`config.mk`:
```
export PLATFORM = sky130hd
export DESIGN_NAME = data_mem_unit
export DESIGN_NICKNAME = d
export VERILOG_FILES = /design/src/rtl/data_mem_unit.sv
export SDC_FILE = /design/constraint.sdc
export NUM_CORES = 1
export LEC_CHECK = 0
export BUFFER_PORTS_ARGS = -buffer_cell sky130_fd_sc_hd__buf_2
export CORE_MARGIN = 5
export CORE_UTILIZATION = 50
export CTS_CLUSTER_DIAMETER = 200
export DETAILED_ROUTE_END_ITERATION = 8
export GPL_TIMING_DRIVEN = 0
export PLACE_DENSITY = 0.66
export RECOVER_POWER = 25
export SETUP_SLACK_MARGIN = 0.2
export SLEW_MARGIN = 20
export SYNTH_ARGS = -nofsm -noshare
export SYNTH_HDL_FRONTEND = slang
export SYNTH_SLANG_ARGS = --single-unit
```
`constraint.sdc`:
```
create_clock -name clock -period 2.9 [get_ports clock]
set_clock_uncertainty 0.2 [all_clocks]
set_input_delay 0.58 -clock clock [delete_from_list [all_inputs] [get_ports clock]]
set_output_delay 0.58 -clock clock [all_outputs]
set_load 0.02 [all_outputs]
```
`src/rtl/data_mem_unit.sv`:
```
// ---------------------------------------------------------------------------
// data_mem_unit
// Multi-cycle data memory with a fixed number of wait states per access.
// The controller raises STM (store) or LDM (load) while the unit is idle.
// The unit captures the request and stays busy for WAIT+2 cycles. The last
// of those cycles is the done cycle, and a load result is valid on rdata
// during it.
//
// Ports
//   clock  in   rising-edge clock
//   rst    in   asynchronous active-low reset
//   STM    in   store request
//   LDM    in   load request
//   addr   in   [AW-1:0] word address, captured at acceptance
//   wdata  in   [DW-1:0] store data, captured at acceptance
//   rdata  out  [DW-1:0] registered load result, held until the next load
//   busy   out  access in progress (includes the done cycle)
//   done   out  one-cycle completion pulse
//   err    out  one-cycle pulse after an illegal STM+LDM request
// ---------------------------------------------------------------------------
module data_mem_unit #(
  parameter int AW   = 5,
  parameter int DW   = 8,
  parameter int WAIT = 2
) (
  input  logic          clock,
  input  logic          rst,
  input  logic          STM,
  input  logic          LDM,
  input  logic [AW-1:0] addr,
  input  logic [DW-1:0] wdata,
  output logic [DW-1:0] rdata,
  output logic          busy,
  output logic          done,
  output logic          err
);

  typedef enum logic [1:0] {
    IDLE = 2'd0,
    BUSY = 2'd1,
    DONE = 2'd2
  } state_t;

  localparam logic [2:0] WAIT_C = 3'(WAIT);

  state_t        state_r;
  logic [2:0]    cnt_r;
  logic          op_store_r;
  logic [AW-1:0] addr_r;
  logic [DW-1:0] wdata_r;
  logic          err_r;
  logic [DW-1:0] rdata_r;

  // Storage is intentionally not reset.
  logic [DW-1:0] mem_r [2**AW];

  logic access_s;
  logic mem_we_s;

  // Access strobe: the last wait-state edge of a BUSY period.
  always_comb begin
    access_s = 1'b0;
    mem_we_s = 1'b0;
    if (state_r == BUSY && cnt_r == WAIT_C) begin
      access_s = 1'b1;
      mem_we_s = op_store_r;
    end else begin
      access_s = 1'b0;
      mem_we_s = 1'b0;
    end
  end

  // Control FSM, captured request, load result and error pulse.
  always_ff @(posedge clock or negedge rst) begin
    if (!rst) begin
      state_r    <= IDLE;
      cnt_r      <= 3'd0;
      op_store_r <= 1'b0;
      addr_r     <= '0;
      wdata_r    <= '0;
      rdata_r    <= '0;
      err_r      <= 1'b0;
    end else begin
      err_r <= 1'b0;
      case (state_r)
        IDLE: begin
          if (STM ^ LDM) begin
            op_store_r <= STM;
            addr_r     <= addr;
            wdata_r    <= wdata;
            cnt_r      <= 3'd0;
            state_r    <= BUSY;
          end else if (STM && LDM) begin
            // Illegal request: no access is made and the FSM stays idle.
            err_r <= 1'b1;
          end else begin
            state_r <= IDLE;
          end
        end
        BUSY: begin
          if (access_s) begin
            if (!op_store_r) begin
              rdata_r <= mem_r[addr_r];
            end else begin
              rdata_r <= rdata_r;
            end
            state_r <= DONE;
          end else begin
            // WAIT is at most 7, so the counter stops before wrapping.
            cnt_r <= cnt_r + 3'd1;
          end
        end
        DONE: begin
          state_r <= IDLE;
        end
        default: begin
          state_r <= IDLE;
        end
      endcase
    end
  end

  // Memory write port. A reset forces the state to IDLE, which drops
  // mem_we_s, so an aborted store never commits.
  always_ff @(posedge clock) begin
    if (mem_we_s) begin
      mem_r[addr_r] <= wdata_r;
    end
  end

  assign busy  = (state_r != IDLE);
  assign done  = (state_r == DONE);
  assign err   = err_r;
  assign rdata = rdata_r;

endmodule

```
==> metrics.txt, run 1 <==
outcome finished, final reports clean; worst path arrival time 2.94 ns; Core Area 0.0220 mm²; Avg Cell Area, Syn 18.4 µm²; worst reg2reg path depth 8; Total GRT Usage 21.4%; drt initial violations 682; Vias 6200; global-route wire length before repair 40.7 mm; WP data required ~3.1 ns; fin area between 0.01 and 0.015 mm²; Worst slew margin approximately a fifth; die height 160 µm; Die ar. 0.0256 mm²; setup violators final 0; total iterations of the first detailed-routing run 5; nets 708; port buffer count 27; register bit total from synthesis 284; Synth Flop Type edfxtp_1; TritonCTS Buffers 28; final-report hold violation count 0; remaining global-route overflow 0; f_max 0.371 GHz; CP max FO 10; synthesized area 0.0112 mm²; CTS tree done; CTS Sinks 284; Setup CP Type flip-flop to flip-flop; part of the cycle the worst path needs 93.0%; Initial Util roughly half; I/O Pins 28; P&R area growth vs syn 18.6%; CP endpoint kind flip-flop; htree depth 1; DP Area roughly 0.012 mm²; Pwr Density 1020 mW/mm²; Hold WC Path Type primary input to flip-flop; DRC 0; antenna viol nets, final 0; setup tns final 0 ns; synth unique cells 55; Syn Inst Count about 600; worst slack at placement -0.553 ns; YS warnings 0; Clock Tree Buf Depth 3; post-synthesis sequential area ratio between 70% and 80%; most frequent cells in the layout edfxtp_1 (256), mux2i_1 (46), mux4_2 (38); Root Buffer clkbuf_16; Worst Tran Pin Value 1.21 ns; chip width approximately 160 µm; layout cells sized above 1 30.6%; commonest non-fill, non-tap cell in the layout edfxtp_1; GPL Wtd Cong 0.943; Skew-Pair Late Insertion Delay 0.55 ns; clock slew seen by the registers of the worst setup and hold paths 0.07 ns; pin count of the biggest net entering global routing 34; Final Worst Setup Slack 0.203 ns; std cell rows between 50 and 60; worst hold path stage count 2; CP Launch Type flip-flop; ANT cells 0; Max IR drop VDD 0.000415 V; Period minus WS final 2.70 ns; LEAKAGE 4.43 nW; fin. max-slew vios 0; number of global-route vias before repair 6156; async set or reset register ratio after synthesis 9.86%; max cap viols 0; final core utilization 60.6%; EDFF count, synth 256; Filler Cell Count 1533; Via density ~6.3; Post-DP HPWL 17.7 mm; DRT Wirelength roughly 28 mm; initial antenna violation count 0; RSZ-0062 raised after global routing yes; Net Count, Synth 630; WL per Instance 27.8 µm
## metal layers
metal / share of wire, % / vias up / GRT usage [%]
met5: 0 / - / 0
met3: 8.2 / 47 / 3.14
met2: 49 / 292 / 34.6
met1: 41 / 3243 / 30.4
li1: - / 2618 / -
met4: 2.8 / 0 / 6.84
## synthesized netlist by cell type, drive strengths merged, types with 8 or more instances
cell type	number	area, µm²
edfxtp	256	7690
nor2	52	195
mux2i	46	460
mux4	39	882
dfrtp	28	701
buf	23	149
mux2	17	191
nand2	11	41.3
a21oi	9	45.0
nand2b	9	56.3
nor2b	9	56.3
clkbuf	8	31.3
## where the power goes
| part | internal (mW) | switching (mW) |
|---|---|---|
| Sequential | 5.25 | 0.761 |
| Combinational | 1.44 | 2.17 |
| Clock | 2.41 | 1.49 |
| Total | 9.10 | 4.42 |
## metrics by stage
| step | cells | hold WS [ns] | power [mW] |
|---|---|---|---|
| final | 990 | 0.0657 | 13.5 |
| after global routing | 990 | 0.0686 | 14.0 |
| after CTS | 987 | 0.0561 | 13.4 |
| after detailed placement | 917 | 0.353 | 9.43 |
| after global placement | 917 | 0.323 | 9.32 |
| after floorplan | 610 | 0.0844 | 7.96 |
## final timing paths
kind                                       start  slack, ns                endpoint
min                                     wdata[5]       0.07  wdata_r[5]$_DFFE_PN0P_
min in group asynchronous                    rst       0.42  wdata_r[5]$_DFFE_PN0P_
max reg2reg                addr_r[1]$_DFFE_PN0P_       0.20    rdata[2]$_DFFE_PN0P_
max                        addr_r[1]$_DFFE_PN0P_       0.20    rdata[2]$_DFFE_PN0P_
max in group asynchronous                    rst       1.60  wdata_r[4]$_DFFE_PN0P_
min reg2reg                 rdata[2]$_DFFE_PN0P_       0.35    rdata[2]$_DFFE_PN0P_
## kinds of logic (layout without fill, tap and decap cells)
group	count (synthesis)	after routing	share of synthesized area [%]
fa+ha+maj	3	3	0.334
buf+inv	38	138	1.84
mux	102	102	13.7
compound gates	61	61	3.93
flops	284	284	74.7
simple gates	122	122	5.54
## state kept, by name (all words and copies together) (netlist names)
signal	flops
mem_r	256
rdata	8
wdata_r	8
addr_r	5
cnt_r	3
state_r	2
err	1
op_store_r	1
## area by class of cell
class                      instances  area [µm²]  share of cell area, %
tap                              280         350                   2.63
timing repair buffer              48         395                   2.97
sequential                       284        8390                   63.0
inverter                           7        26.3                  0.197
buffer                            31         221                   1.66
multi-input combinational        288        2930                   22.0
clock buffer                      36         772                   5.80
clock inverter                    16         235                   1.77
## critical path, stage by stage, from the launching register on
cell	delay, ns
dfrtp_1	0.36
buf_4	0.28
buf_6	0.23
buf_4	0.29
mux2i_1	0.39
o32ai_1	0.16
a211oi_1	0.32
nand2_1	0.16
o22a_1	0.19
## timing repair
item | 4_1_cts | 5_1_grt
hold buffers | 1 | 0
setup endpoints to repair | 261 | 238
gates resized for setup | 74 | 18
pin swaps | 12 | 7
setup buffers | 17 | 3
endpoints found under the hold margin | 28 | 0
No activity file was read; power rests on OpenSTA's default activity.
==> run 2, diff against run 1 <==
--- a/config.mk
+++ b/config.mk
@@ -6,7 +6,7 @@
 export NUM_CORES = 1
 export LEC_CHECK = 0
 export BUFFER_PORTS_ARGS = -buffer_cell sky130_fd_sc_hd__buf_2
-export CORE_MARGIN = 5
+export CORE_MARGIN = 2
 export CORE_UTILIZATION = 50
 export CTS_CLUSTER_DIAMETER = 200
 export DETAILED_ROUTE_END_ITERATION = 8
==> run 2 against run 1 <==
Compared with the run above:
- the flow now finishes with violations (capacitance limit, slew limit)
- first-iteration DRC count grew 0.59%
- sequential power is essentially flat
- global-route usage grew 2.3 points
- clock power shrank 6.1%
- via count shrank 0.53%
- clock-buffer cell count grew 3
- critical path depth shrank 2
- register-to-register slack gained 0.03 ns
- maximum frequency grew 0.96%
- critical path type unchanged
- critical endpoint is now mem_r[7][0]$_DFFE_PP_
==> metrics.txt, run 2 (synthesis gave the netlist of run 1 again) <==
std cell rows 54 (unchanged); die height 154 µm (-3.8%); DRC 0 (unchanged); Via density 6.27 (+0.18%); global-route wire length before repair 40.4 mm (-0.91%); critical path's slowest cell nor2_2; Hold WC Path Type primary input to flip-flop; Worst slew margin -13.0% (-32 points); CP Launch Type flip-flop; Setup CP Type flip-flop to flip-flop; LEAKAGE 4.33 nW (-2.3%); CP max FO 10 (unchanged); Total GRT Usage 23.7% (+2.3 points); RSZ-0062 raised after global routing yes; outcome complete, but fails checks; Tot Pwr 13.3 mW (-1.8%); clock slew seen by the registers of the worst setup and hold paths 0.06 ns (about the same); Skew-Pair Late Insertion Delay 0.55 ns (about the same); Clock Tree Buf Depth 3 (unchanged); fin. max-slew vios 29 (+29); part of the cycle the worst path needs 92.1% (-0.89 points); max cap viols 1 (+1); initial antenna violation count 0 (unchanged); chip width 154 µm (-3.8%); Post-DP HPWL 17.8 mm (+0.40%); Root Buffer clkbuf_16; layout cells sized above 1 29.4% (-1.1 points); ANT cells 0 (unchanged); Pwr Density 1010 mW/mm² (-0.14%); DRT Wirelength 27.5 mm (+0.10%); CTS tree done; GPL Wtd Cong 0.939 (-0.41%); total iterations of the first detailed-routing run 5 (unchanged); Period minus WS final 2.67 ns (-0.0257 ns); antenna viol nets, final 0 (unchanged); nets 700 (-1.1%); port buffer count 27 (unchanged); setup violators final 0 (unchanged); CP endpoint kind flip-flop; drt initial violations 686 (+0.59%); most frequent cells in the layout edfxtp_1 (256), mux2i_1 (45), mux4_2 (38); Hold Startpoint wdata[4]; Vias 6167 (-0.53%); WP data required 2.90 ns (-0.24 ns); Setup crit start addr_r[3]$_DFFE_PN0P_; Final Worst Setup Slack 0.229 ns (+0.0257 ns); CP max stage delay 0.45 ns (+0.06 ns); WL per Instance 28.0 µm (+0.81%); f_max 0.374 GHz (+0.96%); remaining global-route overflow 0 (unchanged); pin count of the biggest net entering global routing 34 (unchanged); worst slack at placement -0.533 ns (+0.0195 ns); Die ar. 0.0237 mm² (-7.4%); Max IR drop VDD 0.000434 V (+4.5%); max reg flops 256 (unchanged); Worst Tran Pin Value 1.70 ns (+0.487 ns); Biggest register mem_r; fin area 0.0131 mm² (-1.7%); htree depth 1 (unchanged); final core utilization 59.6% (-1.0 points); P&R area growth vs syn 16.6%; commonest non-fill, non-tap cell in the layout edfxtp_1; worst path arrival time 2.67 ns (-0.27 ns); final-report hold violation count 0 (unchanged); crit path cell chain buf_2 > buf_1 > clkbuf_2 > nor2_1 > nand2_1 > nor2_2; failing checks capacitance limit, slew limit; TritonCTS Buffers 29 (+3.6%); DP Area 0.0117 mm² (about the same); Initial Util 51.1% (unchanged); CTS Sinks 284 (unchanged); number of global-route vias before repair 6204 (+0.78%); Core Area 0.0220 mm² (unchanged); I/O Pins 28 (unchanged); FF-to-FF Start addr_r[3]$_DFFE_PN0P_
## run 2: metrics by stage
stage | setup TNS, ns | instances | hold WS (ns)
floorplan | 0 | 610 | 0.0844
global placement | -80.39 | 917 | 0.317
detailed placement | -85.41 | 917 | 0.335
CTS | -0.918 | 981 | 0.0502
global route | 0 | 983 | 0.0500
finish | 0 | 983 | 0.0641
## run 2: layer usage
layer,wire (µm),GRT usage (%),vias to the layer above
li1,-,-,2599
met1,11000,33.7,3184
met2,12900,36.7,318
met3,2440,4.31,66
met4,1150,9.75,0
met5,0,0,-
## run 2: final cells by class
cell class | count | area (µm²)
flip-flops and latches | 284 | 8390
clock inverters | 15 | 151
fillers | 1588 | 8860
clock buffers | 39 | 793
inverters | 7 | 26.3
repair buffers | 39 | 264
well taps | 280 | 350
multi-input cells | 288 | 2900
plain buffers | 31 | 219
## run 2: worst paths after layout
path	to	slack [ns]	cells past startpoint
max in group asynchronous	wdata_r[1]$_DFFE_PN0P_	0.57	2
hold reg to reg	rdata[2]$_DFFE_PN0P_	0.35	1
hold / removal	wdata_r[4]$_DFFE_PN0P_	0.06	2
min in group asynchronous	wdata_r[5]$_DFFE_PN0P_	0.80	2
setup / recovery	mem_r[7][0]$_DFFE_PP_	0.23	6
setup reg to reg	mem_r[7][0]$_DFFE_PP_	0.23	6
## run 2: power breakdown
part / internal, mW / leakage, nW / switching, mW
combinational: 1.42 / 1.23 / 2.17
clock: 2.18 / 0.464 / 1.49
sequential: 5.25 / 2.64 / 0.757
total: 8.86 / 4.33 / 4.42
## run 2: timing repair
item	in CTS	in global routing
hold buffers	1	0
gates resized for setup	58	29
endpoints found under the hold margin	28	0
setup buffers	9	2
setup endpoints to repair	261	206
pin swaps	8	4
## run 2: critical path, delay by kind of cell, from the launching register on
kind	cells	cell delay, ns
simple gates	3	0.90
flops	1	0.42
buf+inv	3	0.82
==> run 3, diff against run 2 <==
--- a/config.mk
+++ b/config.mk
@@ -6,12 +6,15 @@
 export NUM_CORES = 1
 export LEC_CHECK = 0
 export BUFFER_PORTS_ARGS = -buffer_cell sky130_fd_sc_hd__buf_2
+export CAP_MARGIN = 10
+export CELL_PAD_IN_SITES_DETAIL_PLACEMENT = 0
+export CELL_PAD_IN_SITES_GLOBAL_PLACEMENT = 2
 export CORE_MARGIN = 2
-export CORE_UTILIZATION = 50
+export CORE_UTILIZATION = 48
 export CTS_CLUSTER_DIAMETER = 200
 export DETAILED_ROUTE_END_ITERATION = 8
 export GPL_TIMING_DRIVEN = 0
-export PLACE_DENSITY = 0.66
+export PLACE_DENSITY_LB_ADDON = 0.1
 export RECOVER_POWER = 25
 export SETUP_SLACK_MARGIN = 0.2
 export SLEW_MARGIN = 20
==> run 3 against run 2 <==
Compared with the run above:
- the run now ends clean
- clock-buffer cell count grew 2
- largest cell class unchanged
- critical path depth is the same
- combinational power grew 2%
- maximum frequency grew 2.3%
- global-route usage grew 0.69 points
- register-to-register slack gained 0.06 ns
- final cell count grew 3.8%
- sequential share of layout area shrank 0.35 points
- die area grew 4.1%
- largest power group unchanged
==> metrics.txt, run 3 (synthesis gave the netlist of run 1 again) <==
Core Area 0.0228 mm² (+3.7%); Period minus WS final 2.61 ns (-0.0594 ns); commonest non-fill, non-tap cell in the layout edfxtp_1; Vias 6132 (-0.57%); remaining global-route overflow 0 (unchanged); LEAKAGE 4.33 nW (about the same); part of the cycle the worst path needs 90.1% (-2.0 points); global-route wire length before repair 42.2 mm (+4.6%); P&R area growth vs syn 17.2%; Skew-Pair Late Insertion Delay 0.54 ns (about the same); Max IR drop VDD 0.000633 V (+46%); nets 705 (+0.71%); pin count of the biggest net entering global routing 34 (unchanged); setup violators final 0 (unchanged); max reg flops 256 (unchanged); drt initial violations 528 (-23%); setup tns final 0 ns (unchanged); Biggest register mem_r; CTS tree done; DRT Wirelength 28.9 mm (+4.9%); Clock Tree Buf Depth 3 (unchanged); worst path arrival time 2.63 ns (-0.04 ns); die height 157 µm (+2.0%); WL per Instance 28.3 µm (+1.1%); GPL Wtd Cong 0.883 (-5.9%); RSZ-0062 raised after global routing no; most frequent cells in the layout edfxtp_1 (256), mux2i_1 (46), mux4_2 (38); layout cells sized above 1 30.1% (+0.68 points); f_max 0.383 GHz (+2.3%); antenna viol nets, final 0 (unchanged); clock slew seen by the registers of the worst setup and hold paths 0.06 ns (about the same); Layout Cells excl Fill 1020 (+3.8%); TritonCTS Buffers 29 (unchanged); outcome finished, final reports clean; Total GRT Usage 24.4% (+0.69 points); final-report hold violation count 0 (unchanged); Worst slew margin 11.1% (+24 points); std cell rows 55 (+1.9%); I/O Pins 28 (unchanged); Pwr Density 999 mW/mm² (-1.5%); placed cell count 950 (+3.6%); Via density 6.01 (-4.2%); Hold WC Path Type primary input to flip-flop; port buffer count 27 (unchanged); DRC 0 (unchanged); fin. max-slew vios 0 (-100%); Post-DP HPWL 18.8 mm (+5.8%); initial antenna violation count 0 (unchanged); htree depth 1 (unchanged); number of global-route vias before repair 6205 (+0.016%); Root Buffer clkbuf_16; chip width 157 µm (+2.0%); CTS Sinks 284 (unchanged); Die ar. 0.0246 mm² (+4.1%); CP max FO 10 (unchanged); Initial Util 49.3% (-1.8 points); CP Launch Type flip-flop; WP data required 2.91 ns (about the same); max cap viols 0 (-1); CP endpoint kind flip-flop; Worst Tran Pin Value 1.33 ns (-0.362 ns); ANT cells 0 (unchanged); total iterations of the first detailed-routing run 5 (unchanged); Setup CP Type flip-flop to flip-flop
run 3: cell count changes in the layout (fill, tap and decap cells not counted), sizes merged:
cell | previous run | this run
clkinv | 10 | 9
buf | 59 | 66
inv | 8 | 7
bufinv | 3 | 0
clkinvlp | 1 | 3
run 3: worst max-delay path, cell delays in order (launching register included):
cell and delay, ns:
dfrtp_1 0.37, buf_2 0.34, buf_4 0.33, buf_2 0.32
nand4b_1 0.19, buf_4 0.23, nor2_4 0.29
run 3: per-stage QoR:
step	hold WS [ns]	setup WS, ns	util, %	instance area, µm²	total power [mW]
3_5_place_dp	0.344	-0.544	51.6	11800	9.56
6_report	0.0744	0.288	57.8	13200	13.1
2_1_floorplan	0.0844	0.335	-	11200	7.96
4_1_cts	0.0633	0.203	57.5	13100	13.1
3_3_place_gp	0.330	-0.570	51.6	11800	9.51
5_1_grt	0.0634	0.184	57.8	13200	13.6
run 3: final cells by class:
class,count,area [µm²]
fill,1739,9610
timing repair buffer,44,328
clock inverter,12,62.6
inverter,7,26.3
clock buffer,41,821
sequential,284,8390
buffer,31,215
multi-input combinational,288,2930
tap,313,392
run 3: worst paths after layout:
check	from	endpoint	slack (ns)	cells past startpoint
worst max-delay path	addr_r[1]$_DFFE_PN0P_	mem_r[30][2]$_DFFE_PP_	0.29	6
worst min-delay path	wdata[1]	wdata_r[1]$_DFFE_PN0P_	0.07	2
worst max register to register	addr_r[1]$_DFFE_PN0P_	mem_r[30][2]$_DFFE_PP_	0.29	6
worst min register to register	rdata[4]$_DFFE_PN0P_	rdata[4]$_DFFE_PN0P_	0.37	2
max in group asynchronous	rst	wdata_r[7]$_DFFE_PN0P_	1.52	2
min in group asynchronous	rst	rdata[0]$_DFFE_PN0P_	0.46	2
run 3: timing repair:
action,4_1_cts,5_1_grt
setup endpoints to repair,261,228
pin swaps,9,1
hold buffers,1,0
hold endpoints to repair,28,0
resized for setup,74,18
setup buffers,15,1
run 3: report_power, final:
group / switching [mW] / leakage (nW) / internal, mW
Clock: 1.49 / 0.428 / 1.96
Sequential: 0.781 / 2.64 / 5.25
Combinational: 2.23 / 1.27 / 1.43
run 3: layer usage:
metal,vias to the layer above,global-route usage (%),part of all wire (%)
li1,2610,-,-
met1,3237,35.3,43
met2,228,37.9,47
met3,57,4.52,7.1
met4,0,8.08,3.2
met5,-,0,0
